## src/rtl/fetch_unit_pkg.sv

```systemverilog
// ============================================================================
// fetch_unit_pkg : shared FSM encodings and reset defaults for the fetch unit
// Revision: 1.0
// ============================================================================
`default_nettype none

package fetch_unit_pkg;

    localparam int unsigned C_STATE_W = 2;

    localparam logic [C_STATE_W-1:0] ST_FETCH = 2'd0;
    localparam logic [C_STATE_W-1:0] ST_WAIT  = 2'd1;
    localparam logic [C_STATE_W-1:0] ST_HOLD  = 2'd2;

    localparam logic [31:0] C_DEFAULT_RESET_PC = 32'h0000_0000;

endpackage

`default_nettype wire

```

## src/rtl/fetch_unit.sv

```systemverilog
// ============================================================================
// fetch_unit : single-outstanding instruction fetcher with decoder handshake
//              and branch redirect
// Revision: 1.0
// ============================================================================
`default_nettype none

module fetch_unit
    import fetch_unit_pkg::*;
#(
    parameter logic [31:0] RESET_PC = C_DEFAULT_RESET_PC
) (
    input  logic        CLK,
    input  logic        RESETN,
    output logic [31:0] memory_address,
    output logic        memory_read_strobe,
    input  logic [31:0] memory_read_data,
    output logic [31:0] instr,
    output logic [31:0] instr_pc,
    output logic        instr_valid,
    input  logic        instr_ready,
    input  logic        redirect_valid,
    input  logic [31:0] redirect_pc,
    output logic [31:0] fetch_count
);

    localparam logic [31:0] C_PC_INCR   = 32'd4;
    localparam logic [31:0] C_WORD_MASK = 32'hFFFF_FFFC;
    localparam logic [31:0] C_RESET_PC  = RESET_PC & C_WORD_MASK;

    logic [C_STATE_W-1:0] r_state;
    logic [C_STATE_W-1:0] w_next_state;
    logic [31:0]          r_pc;
    logic [31:0]          r_instr;
    logic [31:0]          r_instr_pc;
    logic [31:0]          r_fetch_count;
    logic                 w_transfer;
    logic [31:0]          w_redirect_word;

    assign w_transfer      = (r_state == ST_HOLD) && instr_ready;
    assign w_redirect_word = redirect_pc & C_WORD_MASK;

    always_ff @(posedge CLK or negedge RESETN) begin
        if (!RESETN) begin
            r_state <= ST_FETCH;
        end else begin
            r_state <= w_next_state;
        end
    end

    // A redirect overrides every state, abandoning any read in flight.
    always_comb begin
        w_next_state = r_state;
        if (redirect_valid) begin
            w_next_state = ST_FETCH;
        end else begin
            case (r_state)
                ST_FETCH: w_next_state = ST_WAIT;
                ST_WAIT:  w_next_state = ST_HOLD;
                ST_HOLD:  w_next_state = instr_ready ? ST_FETCH : ST_HOLD;
                default:  w_next_state = ST_FETCH;
            endcase
        end
    end

    // Strobe is gated by RESETN so it stays low while reset is held.
    always_comb begin
        memory_read_strobe = (r_state == ST_FETCH) && RESETN;
        instr_valid        = (r_state == ST_HOLD);
    end

    always_ff @(posedge CLK or negedge RESETN) begin
        if (!RESETN) begin
            r_pc          <= C_RESET_PC;
            r_instr       <= 32'd0;
            r_instr_pc    <= 32'd0;
            r_fetch_count <= 32'd0;
        end else begin
            if (redirect_valid) begin
                r_pc <= w_redirect_word;
            end else if (w_transfer) begin
                r_pc <= r_pc + C_PC_INCR;
            end

            if ((r_state == ST_WAIT) && !redirect_valid) begin
                r_instr    <= memory_read_data;
                r_instr_pc <= r_pc;
            end

            if (w_transfer) begin
                r_fetch_count <= r_fetch_count + 32'd1;
            end
        end
    end

    assign memory_address = r_pc;
    assign instr          = r_instr;
    assign instr_pc       = r_instr_pc;
    assign fetch_count    = r_fetch_count;

endmodule

`default_nettype wire
```

## config.mk

```make
export PLATFORM = sky130hd
export DESIGN_NAME = fetch_unit
export DESIGN_NICKNAME = d
export VERILOG_FILES = /design/src/rtl/fetch_unit_pkg.sv /design/src/rtl/fetch_unit.sv
export SDC_FILE = /design/constraint.sdc
export NUM_CORES = 1
export LEC_CHECK = 0
export ABC_AREA = 1
export CORE_ASPECT_RATIO = 0.6
export CORE_MARGIN = 1.5
export CORE_UTILIZATION = 51
export DETAILED_ROUTE_END_ITERATION = 6
export HOLD_SLACK_MARGIN = 0.12
export PLACE_DENSITY_LB_ADDON = 0.2
export SETUP_SLACK_MARGIN = 0.3
export SYNTH_ARGS = -nofsm -noshare
export SYNTH_HDL_FRONTEND = slang
export SYNTH_SLANG_ARGS = --single-unit
```

## constraint.sdc

```tcl
create_clock -name CLK -period 2.6 [get_ports CLK]
set_clock_uncertainty 0.05 [all_clocks]
set_input_delay 0.52 -clock CLK [delete_from_list [all_inputs] [get_ports CLK]]
set_output_delay 0.52 -clock CLK [all_outputs]
set_load 0.02 [all_outputs]
```

### Word level (Yosys, flattened, before mapping)

Cells that the tools add are included.

* order comparisons: 0
* bitwise logic cells: 0
* add/sub/neg operators: 2
* div/mod/pow operators: 0
* shifts and indexed selects: 0
* equality and inequality tests: 2
* muxes and demuxes: 5
* multipliers: 0
* reductions and logical operators: 6

Operator list (count)
* $mux 32: 2
* $add 32x1->32 const B: 1
* $add 32x3->32 const B: 1
* $pmux 2 s3: 1
* $mux 2: 2
* $logic_and 1x1->1: 3
* $eq 2x1->1 const B: 1
* $eq 2x2->1 const B: 1
* $logic_not 2->1: 1
* $reduce_bool 2->1: 1
* $logic_not 1->1: 1

* memories kept: 0
* bits of input ports: 68
* bits in latches: 0
* bits in writable memories: 0
* register bits after elaboration: 130
* output and inout port bits: 130
* bits in read-only memories: 0

### Logic depth before layout (Yosys ltp)

Gate-level depths: netlist of the first run.

* word-level depth: 4
* depth in mapped cells: 10

### Least setup slack after synthesis of the first run

Ideal clock, no wire load.

* kind: input-to-output
* start: input port RESETN
* end: output port memory_read_strobe
* setup slack: 0.989 ns
* arrival: 1.041 ns
* stages: 1
* cells stage by stage: nor3b_1

* longest elaborated chain between the ends: 1

Ends and longest elaborated chain
* from (decl): RTL line fetch_unit.sv:14 `input logic RESETN,`
* $logic_and 1x1->1: RTL line fetch_unit.sv:68 `memory_read_strobe = (r_state == ST_FETCH) && RESETN;`
* to (decl): RTL line fetch_unit.sv:16 `output logic memory_read_strobe,`

No other way between the ends.

### Worst setup path in the final report of the first run

* start: register r_state[0]
* end: output port instr_valid

* longest elaborated chain between the ends: 1

Ends and longest elaborated chain
* from (decl): RTL line fetch_unit.sv:31 `logic [C_STATE_W-1:0] r_state;`
* from (signal assigned): RTL line fetch_unit.sv:47 `r_state <= w_next_state;`
* $eq 2x2->1: RTL line fetch_unit.sv:69 `instr_valid = (r_state == ST_HOLD);`
* to (decl): RTL line fetch_unit.sv:20 `output logic instr_valid,`

No other way between the ends.

==> flow_summary.json, run 1 <==
{
  "diodes": 0,
  "cts_made_buffers": 17,
  "cts_root_buf": "clkbuf_16",
  "crit_arrival_ns": 1.66,
  "r2r_end": "memory_address[28]",
  "detail-route-antenna-nets": 0,
  "cp-start-kind": "flop",
  "finalCritPeriodShare_pct": 85.78,
  "synth.top_cell.area_share_pct": 48.60,
  "crit_fanout": 4,
  "synth.distinct_cells": 37,
  "die_h_um": 90.37,
  "core-area_mm2": 0.01222,
  "critPathCaptureType": "primary output",
  "rr_startpoint": "memory_address[3]",
  "min_path_type": "input pin to asynchronous set/reset pin",
  "cap_violations": 0,
  "post-route-min-period_ns": 2.230,
  "worst_path_max_delay_cell": "clkdlybuf4s50_1",
  "tightest_slew_ns": 0.7196,
  "grt_start_max_net_pins": 127,
  "slew_violations": 0,
  "status": "complete, no violations",
  "dp_hpwl_um": 13640,
  "die_width_um": 148.6,
  "crit_chain": "inv_2 -> nand2_1 -> inv_1 -> clkdlybuf4s50_1",
  "avgRoutedWirePerCell_um": 15.72,
  "final.setup.tns_ns": 0,
  "syn_inst": 812,
  "clkLatencyLatePin_ns": 0.42,
  "htree_num_levels": 4,
  "vias_per_cell": 5.244,
  "whs_ns": 0.1369,
  "wl_um": 18690,
  "power_uw": 7027,
  "timing.fmax_mhz": 448.4,
  "ys_ff_latch": 126,
  "hold_viol_final": 0,
  "antenna_found_initial": 0,
  "drtIter0Drc": 447,
  "slowest_delay_ns": 0.59,
  "grt_pass1_vias": 5799,
  "pin_count": 198,
  "powerDensity_mw_per_mm2": 764.3,
  "synth_area_per_cell_um2": 7.989,
  "drc": 0,
  "relSlewSlack_pct": 52.02,
  "clk_pin_slew_worst_paths_ns": 0.06,
  "vias": 6235,
  "gr-total-overflow": 0,
  "place.gp.congestion": 0.9253,
  "finalNetCount": 1081,
  "row_count": 31,
  "r2r_setup_slack_ns": 0.75,
  "yosys_warnings": 0,
  "cp.required_ns": 2.03,
  "power.leakage_uw": 0.004135,
  "irDropWorstVdd_mv": 0.5455,
  "netlist_area_mm2": 0.006487,
  "fp.dieArea_mm2": 0.01343,
  "grt_pass1_wl_um": 29860,
  "synth_area_leaders": "dfrtp_1 49%, nand2_1 16%, mux2_2 5.9%",
  "cts.sinks": 126,
  "dp_slack_ns": 0.2534,
  "synth_area_leader_cell": "dfrtp_1",
  "cts_tree": "done",
  "reg2regPathDepth": 8,
  "critical_path.top_delay_family": "buffers and inverters",
  "worst_slack_ns": 0.3696,
  "hold_buffers": 0,
  "final_util_pct": 75.25,
  "path_class": "flop to primary output",
  "synthToLayoutAreaGrowth_pct": 41.72,
  "drive_above_1_share_pct": 10.84,
  "start_util_pct": 53.10,
  "cp_num_buf_inv": 3,
  "drt-pass1-iter-count": 5,
  "rsz0062_at_grt": "false",
  "grtUsageTotal_pct": 28.72,
  "seq_area_frac_synth_pct": 48.60,
  "io_buffers": 191,
  "setup_viol_count_final": 0,
  "clockBufferDepth": 2
}
## flip-flops by register name, indices dropped and copies added, names as in the netlist
| register | flops |
|---|---|
| instr | 32 |
| instr_pc | 30 |
| fetch_count | 32 |
| r_state | 2 |
| memory_address | 30 |
## cell usage in the layout, fill, tap and decap left out, types with 4 or more instances in the layout
cell             instances
a21oi_1                  5
buf_4                    7
clkbuf_16               17
clkdlybuf4s50_1        189
clkinvlp_4               5
conb_1                   4
dfrtp_1                126
inv_1                   77
inv_2                    6
inv_6                    5
mux2_2                  34
nand2_1                275
nand2_2                  7
nand3_1                 49
nor2_1                  84
nor2_2                  13
nor3_1                   6
o21ai_0                 48
o21ai_1                  6
o21bai_1                 4
xnor2_1                  8
xor2_1                  15
## worst reg2reg max path, delay by kind of cell, from the launching register on
| kind | cells | cell delay [ns] |
|---|---|---|
| simple gates | 6 | 0.84 |
| flops | 1 | 0.47 |
| fa+ha+maj | 1 | 0.26 |
| buf+inv | 1 | 0.11 |
## area by class of cell
| cell class | instances | area, µm² |
|---|---|---|
| clock buffers | 18 | 439.2 |
| repair buffers | 200 | 2017 |
| fillers | 928 | 3024 |
| flip-flops and latches | 126 | 3153 |
| clock inverters | 14 | 155.1 |
| inverters | 83 | 311.5 |
| well taps | 165 | 206.4 |
| multi-input cells | 583 | 2912 |
## cells by family after synthesis
kind of cell               share of synthesized area, %
DFF                                               48.60
adders and majority gates                        0.3857
AOI/OAI and AO/OA                                 5.728
xor gates and xnor gates                          3.105
buffers and inverters                             6.808
muxes                                             5.902
and+or+nand+nor                                   29.41
other                                           0.05780
## Yosys cell counts
cell type and n:
a21oi_1 5, a31oi_1 1, and2_1 2, buf_1 1, buf_2 5, buf_4 8, buf_6 1, clkbuf_1 8
conb_1 1, dfrtp_1 126, ha_1 2, inv_1 77, inv_2 6, mux2_2 34, nand2_1 276, nand2_2 7
nand2_4 1, nand3_1 49, nand3_2 2, nand3b_1 2, nand4_1 3, nand4_2 1, nor2_1 84, nor2_2 13
nor2_4 2, nor2_8 1, nor3_1 6, nor3_4 1, nor3b_1 1, o211ai_1 2, o21ai_0 48, o21ai_1 6
o21bai_1 4, o221ai_1 2, o31ai_1 1, xnor2_1 8, xor2_1 15
## through the flow
stage	instances	cell area, µm²
after floorplan	815	6499
after global placement	1157	8597
after detailed placement	1157	8597
after CTS	1189	9191
after global routing	1189	9194
final	1189	9194
## layer usage
metal | routed length (µm) | vias up | GRT usage, %
met5 | 0 | - | 0
met4 | 301 | 0 | 9.901
met3 | 1963 | 32 | 7.828
met2 | 8068 | 289 | 41.67
met1 | 8354 | 2962 | 41.35
li1 | - | 2952 | -
## repair_timing
item	CTS	global route
setup buffers	0	0
hold endpoints to repair	0	0
resized for setup	0	1
endpoints found under the setup margin	0	1
## worst max path at each step
| stage | from | to | slack (ns) | depth (start not counted) |
|---|---|---|---|---|
| detailed placement | redirect_valid | memory_address[7] | 0.25 | 6 |
| global route | r_state[0] | instr_valid | 0.31 | 4 |
| CTS | r_state[0] | memory_read_strobe | 0.32 | 2 |
| finish | r_state[0] | instr_valid | 0.37 | 4 |
| floorplan | RESETN | memory_read_strobe | 0.99 | 1 |
| global placement | redirect_valid | memory_address[7] | 0.30 | 6 |
## report_power, final
group          switching [µW]  leakage, µW  internal (µW)  total [µW]
Clock                     944     0.000276           1450        2390
Sequential                278      0.00158           2330        2610
Combinational            1030      0.00228            992        2020
Note: power is estimated with default switching activity, not from simulation.
==> run 2, diff against run 1 <==
CORE_UTILIZATION = 53   (was 51)
CTS_BUF_LIST = sky130_fd_sc_hd__clkbuf_8   (was default)
SLEW_MARGIN = 5   (was default)
==> flow_summary.json, run 2 (same netlist as run 1, synthesis figures left out) <==
{
  "status": "complete, no violations",
  "layout_common_cells": "275 x nand2_1, 188 x clkdlybuf4s50_1, 126 x dfrtp_1, 84 x nor2_1, 77 x inv_1",
  "antenna_found_initial": 0,
  "irDropWorstVdd_mv": 0.4314,
  "worstSetupPathDepth": 1,
  "p_clk_share_pct": 28.2,
  "r2r_setup_slack_ns": 0.80,
  "cts_made_buffers": 17,
  "finalCritPeriodShare_pct": 83.01,
  "core-area_mm2": 0.01199,
  "cap_violations": 0,
  "row_count": 31,
  "cts_root_buf": "clkbuf_8",
  "htree_num_levels": 4,
  "cp.required_ns": 2.03,
  "rr_startpoint": "r_state[0]",
  "sequentialPowerShare_pct": 40.3,
  "slew_violations": 0,
  "final.setup.tns_ns": 0,
  "place.gp.congestion": 0.9469,
  "critical_path.top_delay_family": "buffers and inverters",
  "wl_um": 18470,
  "grt_pass1_wl_um": 29400,
  "gr-total-overflow": 0,
  "power_uw": 6460,
  "diodes": 0,
  "setup_viol_count_final": 0,
  "tightest_slew_ns": 0.7023,
  "r2r_end": "memory_address[7]",
  "start_util_pct": 54.13,
  "vias": 6172,
  "fin_cells": 1192,
  "die_h_um": 88.70,
  "clk_pin_slew_worst_paths_ns": 0.08,
  "drtIter0Drc": 502,
  "crit_arrival_ns": 1.59,
  "finalNetCount": 1084,
  "final_area_mm2": 0.009036,
  "powerDensity_mw_per_mm2": 715.0,
  "p_int_uw": 4284,
  "worst_path_max_delay_cell": "clkdlybuf4s50_1",
  "vias_per_cell": 5.178,
  "dpl.cell_count": 1160,
  "p_comb_share_pct": 31.5,
  "fp.dieArea_mm2": 0.01294,
  "final_util_pct": 75.39,
  "drt-pass1-iter-count": 5,
  "cp-start-kind": "flop",
  "clockBufferDepth": 2,
  "cts.sinks": 126,
  "grtUsageTotal_pct": 29.54,
  "avgRoutedWirePerCell_um": 15.49,
  "clkLatencyLatePin_ns": 0.44,
  "timing.fmax_mhz": 463.3,
  "swShare_pct": 33.69,
  "crit_fanout": 8,
  "detail-route-antenna-nets": 0,
  "min_path_type": "input pin to asynchronous set/reset pin",
  "placed_cell_area_mm2": 0.008620,
  "layout.cells.most_common": "nand2_1",
  "dp_hpwl_um": 13730,
  "synthToLayoutAreaGrowth_pct": 39.29,
  "hold_viol_final": 0,
  "cts_tree": "done",
  "path_class": "flop to primary output",
  "io_buffers": 191,
  "power.leakage_uw": 0.004087,
  "crit_chain": "clkdlybuf4s50_1",
  "pin_count": 198,
  "critPathCaptureType": "primary output",
  "cp_num_buf_inv": 1,
  "slowest_delay_ns": 0.67,
  "hold_buffers": 0,
  "postCtsSetupRepairBufs": 0,
  "grt_start_max_net_pins": 127,
  "drive_above_1_share_pct": 11.10,
  "rsz0062_at_grt": "false",
  "post-route-min-period_ns": 2.158,
  "drc": 0,
  "reg2regPathDepth": 7,
  "relSlewSlack_pct": 53.18,
  "die_width_um": 145.8,
  "switchingPower_uw": 2176,
  "grt_pass1_vias": 5546
}
## run 2: metrics by stage
step / setup WS, ns / hold WS, ns
3_5_place_dp: 0.2580 / 0.4229
2_1_floorplan: 0.9887 / 0.1744
5_1_grt: 0.3650 / 0.2225
4_1_cts: 0.3305 / 0.2349
6_report: 0.4417 / 0.1818
3_3_place_gp: 0.3167 / 0.4152
## run 2: worst max-delay path by stage
stage | from | slack, ns | to
after floorplan | RESETN | 0.99 | memory_read_strobe
after global routing | fetch_count[17] | 0.36 | fetch_count[17]
final | memory_address[7] | 0.44 | memory_address[7]
after detailed placement | redirect_valid | 0.26 | memory_address[7]
after CTS | r_state[0] | 0.33 | instr_valid
after global placement | redirect_valid | 0.32 | memory_address[7]
## run 2: power by group through the flow
stage	Clock, µW	Combinational (µW)	Sequential (µW)
finish	1820	2030	2600
global route	1950	2170	2660
CTS	1850	2050	2600
detailed placement	0	2040	2640
global placement	0	2000	2620
floorplan	0	517	3060
## run 2: timing repair
item	CTS	global route
endpoints found under the setup margin	1	1
gates cloned	0	0
gates resized for setup	1	1
## run 2: layout make-up
| type | count | area (µm²) |
|---|---|---|
| Tap cell | 165 | 206.4 |
| Timing Repair Buffer | 203 | 2038 |
| Inverter | 83 | 311.5 |
| Multi-Input combinational cell | 583 | 2912 |
| Clock buffer | 17 | 234.0 |
| Fill cell | 906 | 2949 |
| Clock inverter | 15 | 181.4 |
| Sequential cell | 126 | 3153 |
## run 2: layer usage
| layer | up-vias | GRT usage (%) | wire (µm) |
|---|---|---|---|
| li1 | 2957 | - | - |
| met3 | 24 | 8.041 | 1870 |
| met5 | - | 0 | 0 |
| met2 | 313 | 43.25 | 7709 |
| met1 | 2878 | 43.69 | 8608 |
| met4 | 0 | 7.050 | 278 |
